<file path="src/rtl/period_meter_pkg.sv">
`default_nettype none
// ============================================================================
// Module      : period_meter_pkg
// Description : Shared types, default widths and helper function for the
//               period meter and its edge synchronizer.
//               The optional debounce filter is enabled by defining
//               PERIOD_METER_DEBOUNCE_EN.
// Revision    : 1.0 - initial release
// ============================================================================
package period_meter_pkg;

    // Measurement FSM: IDLE waits for a reference edge, MEASURE counts.
    typedef enum logic [0:0] {
        ST_IDLE    = 1'b0,
        ST_MEASURE = 1'b1
    } state_t;

    localparam int c_DEF_CLOCK_FREQ_HZ   = 50_000_000;
    localparam int c_DEF_TIMEOUT_MS      = 2000;
    localparam int c_DEF_COUNT_WIDTH     = 32;
    localparam int c_DEF_MS_WIDTH        = 16;
    localparam int c_DEF_DEBOUNCE_CYCLES = 4;

    // Clock cycles in one millisecond.
    function automatic int cycles_per_ms(input int freq);
        return freq / 1000;
    endfunction

endpackage
`default_nettype wire

</file>
<file path="src/rtl/period_meter_if.sv">
`default_nettype none
// ============================================================================
// Module      : period_meter_if
// Description : Bundles the measured wave input and the measurement results.
//               master : wave source / result consumer
//               slave  : the period meter itself
// Signals     : wave_in        - asynchronous square wave
//               period_cycles  - last period in clock cycles
//               period_ms      - last period in whole milliseconds
//               measure_valid  - one-cycle result strobe
//               locked         - a valid measurement exists
//               timeout        - sticky no-edge flag
// Revision    : 1.0 - initial release
// ============================================================================
interface period_meter_if
    import period_meter_pkg::*;
#(
    parameter int COUNT_WIDTH = c_DEF_COUNT_WIDTH,
    parameter int MS_WIDTH    = c_DEF_MS_WIDTH
);
    logic                   wave_in;
    logic [COUNT_WIDTH-1:0] period_cycles;
    logic [MS_WIDTH-1:0]    period_ms;
    logic                   measure_valid;
    logic                   locked;
    logic                   timeout;

    modport master (
        output wave_in,
        input  period_cycles,
        input  period_ms,
        input  measure_valid,
        input  locked,
        input  timeout
    );

    modport slave (
        input  wave_in,
        output period_cycles,
        output period_ms,
        output measure_valid,
        output locked,
        output timeout
    );
endinterface
`default_nettype wire

</file>
<file path="src/rtl/period_meter_edge_synchronizer.sv">
`default_nettype none
// ============================================================================
// Module      : edge_synchronizer
// Description : Two-flop synchronizer, optional debounce filter and a prev
//               register producing a one-cycle rising-edge pulse.
//               Define PERIOD_METER_DEBOUNCE_EN to insert the filter; the
//               filtered level then follows the synchronized level only after
//               it has differed for DEBOUNCE_CYCLES consecutive cycles.
// Ports       : clk, rst  - clock, synchronous active-high reset
//               i_async   - asynchronous input level
//               o_rise    - one-cycle pulse on a (filtered) rising edge
// Revision    : 1.0 - initial release
// ============================================================================
module edge_synchronizer
    import period_meter_pkg::*;
#(
    parameter int DEBOUNCE_CYCLES = c_DEF_DEBOUNCE_CYCLES
) (
    input  wire logic clk,
    input  wire logic rst,
    input  wire logic i_async,
    output logic      o_rise
);

    if (DEBOUNCE_CYCLES < 1) begin : g_bad_debounce
        $error("edge_synchronizer: DEBOUNCE_CYCLES must be at least 1");
    end

    logic r_sync1;
    logic r_sync2;
    logic r_prev;
    logic w_level;

    always_ff @(posedge clk) begin
        if (rst) begin
            r_sync1 <= 1'b0;
            r_sync2 <= 1'b0;
        end else begin
            r_sync1 <= i_async;
            r_sync2 <= r_sync1;
        end
    end

`ifdef PERIOD_METER_DEBOUNCE_EN
    localparam int c_DB_W = $clog2(DEBOUNCE_CYCLES + 1);

    logic              r_filt;
    logic [c_DB_W-1:0] r_db_cnt;

    // The counter tracks how long the raw level has disagreed with the
    // filtered one; any agreement restarts the count, so short glitches die.
    always_ff @(posedge clk) begin
        if (rst) begin
            r_filt   <= 1'b0;
            r_db_cnt <= '0;
        end else if (r_sync2 != r_filt) begin
            if (r_db_cnt == c_DB_W'(DEBOUNCE_CYCLES - 1)) begin
                r_filt   <= r_sync2;
                r_db_cnt <= '0;
            end else begin
                r_db_cnt <= r_db_cnt + 1'b1;
            end
        end else begin
            r_db_cnt <= '0;
        end
    end

    assign w_level = r_filt;
`else
    assign w_level = r_sync2;
`endif

    always_ff @(posedge clk) begin
        if (rst) begin
            r_prev <= 1'b0;
        end else begin
            r_prev <= w_level;
        end
    end

    assign o_rise = w_level & ~r_prev;

endmodule
`default_nettype wire

</file>
<file path="src/rtl/period_meter.sv">
`default_nettype none
// ============================================================================
// Module      : period_meter
// Description : Measures the period of an external square wave between
//               consecutive rising edges, in clock cycles and whole ms.
//               Optional debounce filter: define PERIOD_METER_DEBOUNCE_EN.
// Ports       : clk, rst  - clock, synchronous active-high reset
//               bus       - period_meter_if.slave (wave_in in, results out)
// Revision    : 1.0 - initial release
// ============================================================================
module period_meter
    import period_meter_pkg::*;
#(
    parameter int CLOCK_FREQ_HZ   = c_DEF_CLOCK_FREQ_HZ,
    parameter int TIMEOUT_MS      = c_DEF_TIMEOUT_MS,
    parameter int COUNT_WIDTH     = c_DEF_COUNT_WIDTH,
    parameter int MS_WIDTH        = c_DEF_MS_WIDTH,
    parameter int DEBOUNCE_CYCLES = c_DEF_DEBOUNCE_CYCLES
) (
    input  wire logic     clk,
    input  wire logic     rst,
    period_meter_if.slave bus
);

    localparam int                     c_CYCLES_PER_MS = cycles_per_ms(CLOCK_FREQ_HZ);
    localparam logic [COUNT_WIDTH-1:0] c_SUB_LAST      = COUNT_WIDTH'(c_CYCLES_PER_MS - 1);
    localparam logic [MS_WIDTH-1:0]    c_TIMEOUT       = MS_WIDTH'(TIMEOUT_MS);

    if (c_CYCLES_PER_MS < 2) begin : g_bad_freq
        $error("period_meter: CLOCK_FREQ_HZ must give at least 2 cycles per ms");
    end

    logic w_edge;

    edge_synchronizer #(
        .DEBOUNCE_CYCLES (DEBOUNCE_CYCLES)
    ) u_edge_sync (
        .clk     (clk),
        .rst     (rst),
        .i_async (bus.wave_in),
        .o_rise  (w_edge)
    );

    state_t                 r_state;
    state_t                 w_state_nxt;
    logic [COUNT_WIDTH-1:0] r_cnt;
    logic [COUNT_WIDTH-1:0] r_ms_sub;
    logic [MS_WIDTH-1:0]    r_ms_cnt;
    logic [COUNT_WIDTH-1:0] r_period_cycles;
    logic [MS_WIDTH-1:0]    r_period_ms;
    logic                   r_valid;
    logic                   r_locked;
    logic                   r_timeout;
    logic                   w_capture;
    logic                   w_expire;
    logic                   w_count;

    // ---------------------------------------------------------------- FSM
    always_ff @(posedge clk) begin
        if (rst) begin
            r_state <= ST_IDLE;
        end else begin
            r_state <= w_state_nxt;
        end
    end

    always_comb begin
        w_state_nxt = r_state;
        case (r_state)
            ST_IDLE: begin
                if (w_edge) begin
                    w_state_nxt = ST_MEASURE;
                end
            end
            ST_MEASURE: begin
                // An edge coinciding with the limit wins over the timeout.
                if (!w_edge && (r_ms_cnt == c_TIMEOUT)) begin
                    w_state_nxt = ST_IDLE;
                end
            end
            default: w_state_nxt = ST_IDLE;
        endcase
    end

    always_comb begin
        w_capture = 1'b0;
        w_expire  = 1'b0;
        w_count   = 1'b0;
        if (r_state == ST_MEASURE) begin
            w_capture = w_edge;
            w_expire  = !w_edge && (r_ms_cnt == c_TIMEOUT);
            w_count   = !w_edge;
        end
    end

    // ---------------------------------------------------------------- counters
    // cnt == ms_cnt*CYCLES_PER_MS + ms_sub, so the ms result needs no divider.
    // Reload to 1 on an edge: the edge cycle itself is the first counted cycle.
    always_ff @(posedge clk) begin
        if (rst) begin
            r_cnt    <= '0;
            r_ms_sub <= '0;
            r_ms_cnt <= '0;
        end else if (w_edge) begin
            r_cnt    <= COUNT_WIDTH'(1);
            r_ms_sub <= COUNT_WIDTH'(1);
            r_ms_cnt <= '0;
        end else if (w_count) begin
            if (r_cnt != '1) begin
                r_cnt <= r_cnt + 1'b1;
            end
            if (r_ms_sub == c_SUB_LAST) begin
                r_ms_sub <= '0;
                if (r_ms_cnt != '1) begin
                    r_ms_cnt <= r_ms_cnt + 1'b1;
                end
            end else begin
                r_ms_sub <= r_ms_sub + 1'b1;
            end
        end
    end

    // ---------------------------------------------------------------- results
    always_ff @(posedge clk) begin
        if (rst) begin
            r_period_cycles <= '0;
            r_period_ms     <= '0;
            r_valid         <= 1'b0;
            r_locked        <= 1'b0;
            r_timeout       <= 1'b0;
        end else begin
            r_valid <= w_capture;
            if (w_capture) begin
                r_period_cycles <= r_cnt;
                r_period_ms     <= r_ms_cnt;
                r_locked        <= 1'b1;
            end
            // Timeout is sticky until any edge is seen again.
            if (w_edge) begin
                r_timeout <= 1'b0;
            end else if (w_expire) begin
                r_timeout <= 1'b1;
                r_locked  <= 1'b0;
            end
        end
    end

    assign bus.period_cycles = r_period_cycles;
    assign bus.period_ms     = r_period_ms;
    assign bus.measure_valid = r_valid;
    assign bus.locked        = r_locked;
    assign bus.timeout       = r_timeout;

endmodule
`default_nettype wire

</file>
<file path="src/flat_wrapper.sv">
// flat-port wrapper written by rule: the top's interface ports become plain ports
module period_meter_flat import period_meter_pkg::*;
#(
    parameter int CLOCK_FREQ_HZ   = c_DEF_CLOCK_FREQ_HZ,
    parameter int TIMEOUT_MS      = c_DEF_TIMEOUT_MS,
    parameter int COUNT_WIDTH     = c_DEF_COUNT_WIDTH,
    parameter int MS_WIDTH        = c_DEF_MS_WIDTH,
    parameter int DEBOUNCE_CYCLES = c_DEF_DEBOUNCE_CYCLES
)
  (clk, rst, bus_wave_in, bus_period_cycles, bus_period_ms, bus_measure_valid, bus_locked, bus_timeout);
  period_meter_if #(.COUNT_WIDTH(COUNT_WIDTH), .MS_WIDTH(MS_WIDTH)) bus_i ();
  input  wire logic clk;
  input  wire logic rst;
  input wire logic [$bits(bus_i.wave_in)-1:0] bus_wave_in;
  output wire logic [$bits(bus_i.period_cycles)-1:0] bus_period_cycles;
  output wire logic [$bits(bus_i.period_ms)-1:0] bus_period_ms;
  output wire logic [$bits(bus_i.measure_valid)-1:0] bus_measure_valid;
  output wire logic [$bits(bus_i.locked)-1:0] bus_locked;
  output wire logic [$bits(bus_i.timeout)-1:0] bus_timeout;
  assign bus_i.wave_in = bus_wave_in;
  assign bus_period_cycles = bus_i.period_cycles;
  assign bus_period_ms = bus_i.period_ms;
  assign bus_measure_valid = bus_i.measure_valid;
  assign bus_locked = bus_i.locked;
  assign bus_timeout = bus_i.timeout;
  period_meter #(.CLOCK_FREQ_HZ(CLOCK_FREQ_HZ), .TIMEOUT_MS(TIMEOUT_MS), .COUNT_WIDTH(COUNT_WIDTH), .MS_WIDTH(MS_WIDTH), .DEBOUNCE_CYCLES(DEBOUNCE_CYCLES)) u_core (.clk(clk), .rst(rst), .bus(bus_i));
endmodule
</file>
<file path="config.mk">
export PLATFORM = sky130hd
export DESIGN_NAME = period_meter_flat
export DESIGN_NICKNAME = d
export VERILOG_FILES = /design/src/rtl/period_meter_pkg.sv /design/src/rtl/period_meter_if.sv /design/src/rtl/period_meter_edge_synchronizer.sv /design/src/rtl/period_meter.sv /design/src/flat_wrapper.sv
export SDC_FILE = /design/constraint.sdc
export NUM_CORES = 1
export LEC_CHECK = 0
export ABC_AREA = 1
export CORE_MARGIN = 1.5
export CORE_UTILIZATION = 55
export CTS_CLUSTER_DIAMETER = 40
export DETAILED_ROUTE_END_ITERATION = 12
export PLACE_DENSITY = 0.79
export SETUP_SLACK_MARGIN = 0.15
export SYNTH_ARGS = -nofsm -noshare
export SYNTH_HDL_FRONTEND = slang
export SYNTH_HIERARCHICAL = 1
export SYNTH_SLANG_ARGS = --single-unit
</file>
<file path="constraint.sdc">
create_clock -name clk -period 1.9 [get_ports clk]
set_input_delay 0.475 -clock clk [delete_from_list [all_inputs] [get_ports clk]]
set_output_delay 0.475 -clock clk [all_outputs]
set_load 0.05 [all_outputs]
</file>
==> run_results.csv <==
group,metric,value,unit
synth,synth_edf_count,0,
global_route,grt_first_pass_wirelength,27.4,mm
layout,layout-drive-gt1-share,0.188,
floorplan,die_w,114,um
critical_path,critPathArrivalTime,1970,ps
power,p_sw,1.44,mW
synth,syn_area,0.00682,mm2
routing,drt_wl_total,16.5,mm
timing,hold_violations,0,
layout,multi_input_area,0.00365,mm2
floorplan,die_h,114,um
synth,netlist_instances,991,
critical_path,critPathKind,"reg2reg",
layout,final_nets,1073,
floorplan,row_count,40,
placed_design,hpwl,11.6,mm
routing,routedLengthMet1,8.20,mm
global_route,track_usage,0.264,
timing,clock_skew,6.11,ps
synth,avgSynthCellArea,6.88,um2
critical_path,startpoint_type,"flip-flop",
synth,ys_seq_area_frac,0.396,
power,power_density,791,mW/mm2
floorplan,dieArea,0.0131,mm2
synth,syn-num-nets,998,
global_route,grt-ovfl-total,0,
routing,vias,6528,
placed_design,dpl_worst_slack,27.2,ps
run,drv_cap,0,
clock_tree,cts_sinks,135,
critical_path,worstPathRequired,2230,ps
worst_hold_path,hold_class,"reg2reg",
timing,maxSlewViolCount,0,
floorplan,initial_utilization,0.565,
clock_tree,cts.hold.buffers_added,0,
timing,setup_violations,0,
clock_tree,htree_levels,4,
clock_tree,cts_buffers,17,
global_route,first_global_vias,5652,
timing,period_share,0.865,
floorplan,io_pins,54,
power,clkPwrFrac,0.516,
synth,ys_async_sr_fraction,0,
timing,period_minus_slack,1640,ps
clock_tree,clockBufferDepth,2,
global_route,antenna_found_initial,0,
synth,ys_seq_elements,135,
clock_tree,cts_root_buffer,"clkbuf_16",
routing,drc_errors,0,
synth,yosysUniqueCellTypes,38,
global_route,grt_max_degree,49,
run_status,outcome,"finished, final reports clean",
routing,drtIter0Drc,608,
timing,fin_tns_setup,0,ps
power,power,6.50,mW
clock_tree,cts.clk_slew.worst_paths,60,ps
power,internal-power,5.06,mW
timing,fin_ws,256,ps
power,peakVddDrop,0.651,mV
placed_design,gp_congestion,0.981,
routing,antenna_left,0,
power,switching_share,0.222,
routing,met3WireLength,1.03,mm
power,leakagePower,3.11,nW
clock_tree,clk_latency,430,ps
power,combPwrFrac,0.043,
layout,synthToLayoutAreaGrowth,20.7,%
timing,tightestPinTransition,407,ps
layout,n_fill_cell,1025,
placed_design,portBuffers,53,
timing,fmax,608,MHz
power,sequentialPowerShare,0.441,
critical_path,critPathMaxFanout,4,
routing,vias_per_cell,5.24,
timing,slew-limit-headroom,0.728,
routing,drt_first_pass_iters,5,
critical_path,crit_path_end_kind,"flip-flop",
routing,top_layer,"met4",
routing,wl_per_cell,13.2,um
clock_tree,cts_tree,"built",
routing,wl_met2,7.10,mm
synth,synthFlopType,"dfxtp_1",
timing,rsz0062_at_grt,"yes",
layout,seq_area,0.00271,mm2
synth,synth_warnings,6,
layout,antenna_cells,0,
floorplan,fp.coreArea,0.0121,mm2
-- layout make-up --
| class | instances | share of cell area |
|---|---|---|
| Clock buffer | 19 | 0.0551 |
| Sequential cell | 135 | 0.329 |
| Inverter | 87 | 0.0400 |
| Timing Repair Buffer | 89 | 0.0878 |
| Clock inverter | 12 | 0.0184 |
| Tap cell | 168 | 0.0256 |
| Multi-Input combinational cell | 736 | 0.444 |
-- path summary, 6_finish.rpt --
kind	start	endpoint	cells after the start	slack, ps
worst min register to register	u_core/u_edge_sync/r_sync1	u_core/u_edge_sync/r_sync2	2	420
worst max-delay path	u_core/r_cnt[1]	u_core/r_cnt[18]	11	260
worst min-delay path	u_core/u_edge_sync/r_sync1	u_core/u_edge_sync/r_sync2	2	420
worst max register to register	u_core/r_cnt[1]	u_core/r_cnt[18]	11	260
-- worst max-delay path, cell delays in order (launching register included) --
cell and delay [ps]:
dfxtp_1 330, ha_1 160, inv_1 80, nor2_4 140, buf_4 140, nand3b_1 110
nor2_2 180, buf_4 140, buf_4 100, nand3_1 70, nand2_1 80, nor2_1 40
-- cell families (layout without fill, tap and decap cells) --
group | count (synthesis) | count (layout) | synth area share
flip-flops | 135 | 135 | 0.396
adder cells (fa/ha/maj) | 4 | 4 | 0.00734
AND/OR/NAND/NOR | 561 | 561 | 0.363
XOR/XNOR | 31 | 31 | 0.0398
AO/OA/AOI/OAI | 140 | 140 | 0.116
buffers and inverters | 120 | 207 | 0.0775
-- cell usage after synthesis (3+ instances only) --
library cell,count,share of area
nand2_1,229,0.13
nand3b_1,4,0.0044
nor2_4,6,0.0099
inv_1,81,0.045
nand2_2,19,0.017
dfxtp_1,135,0.40
ha_1,4,0.0073
nor2_2,8,0.0073
nand3_1,41,0.030
clkbuf_1,19,0.010
buf_2,7,0.0051
nor3_1,22,0.016
inv_2,5,0.0028
xnor2_1,6,0.0077
buf_12,3,0.0088
o21ai_1,3,0.0022
nand2_4,3,0.0050
o21ai_0,60,0.044
a21oi_1,52,0.038
a21oi_2,20,0.026
xor2_1,25,0.032
nor2_1,187,0.10
nand4_1,32,0.029
-- placed cells by master (no fill, tap or decap), drive strengths merged, types with 3 or more instances in the layout --
cell    Yosys  final
clkbuf     20     19
nand3      43     43
inv        86     87
nand4      33     33
xnor2       6      6
nand3b      4      4
buf        13     87
a21oi      72     72
nor3       24     24
nand2     251    251
bufinv      0      3
xor2       25     25
ha          4      4
o21ai      63     63
dfxtp     135    135
clkinv      1      7
nor2      202    202
-- state kept, by name (all words and copies together), names as in the netlist --
register	count
u_core/bus.locked	1
u_core/bus.measure_valid	1
u_core/bus.period_cycles	32
u_core/bus.period_ms	16
u_core/bus.timeout	1
u_core/r_cnt	32
u_core/r_ms_cnt	16
u_core/r_ms_sub	32
u_core/r_state	1
u_core/u_edge_sync/r_prev	1
u_core/u_edge_sync/r_sync1	1
u_core/u_edge_sync/r_sync2	1
-- through the flow --
stage / area [um2] / hold slack (ps) / std cells / util
2_1_floorplan: 6820 / 388 / 991 / -
3_3_place_gp: 7510 / 401 / 1212 / 0.623
3_5_place_dp: 7510 / 415 / 1212 / 0.623
4_1_cts: 8120 / 424 / 1243 / 0.673
5_1_grt: 8230 / 440 / 1246 / 0.682
6_report: 8230 / 425 / 1246 / 0.682
-- power by group through the flow --
stage | Clock (mW) | Sequential [mW] | Combinational [mW]
final | 3.36 | 2.87 | 0.277
after global routing | 3.51 | 2.87 | 0.305
after CTS | 3.40 | 2.87 | 0.271
after detailed placement | 0 | 2.93 | 0.269
after global placement | 0 | 2.93 | 0.265
after floorplan | 0 | 2.97 | 0.143
-- metal layers --
layer,global-route usage,up-vias
met1,0.383,2962
met3,0.0619,17
li1,-,3337
met2,0.386,212
met5,0,-
met4,0.0858,0
-- what timing repair did --
item	in CTS	in global routing
buffers inserted	0	3
pin swaps	0	2
gates resized for setup	2	24
setup endpoints to repair	9	46
No activity file was read; power rests on OpenSTA's default activity.
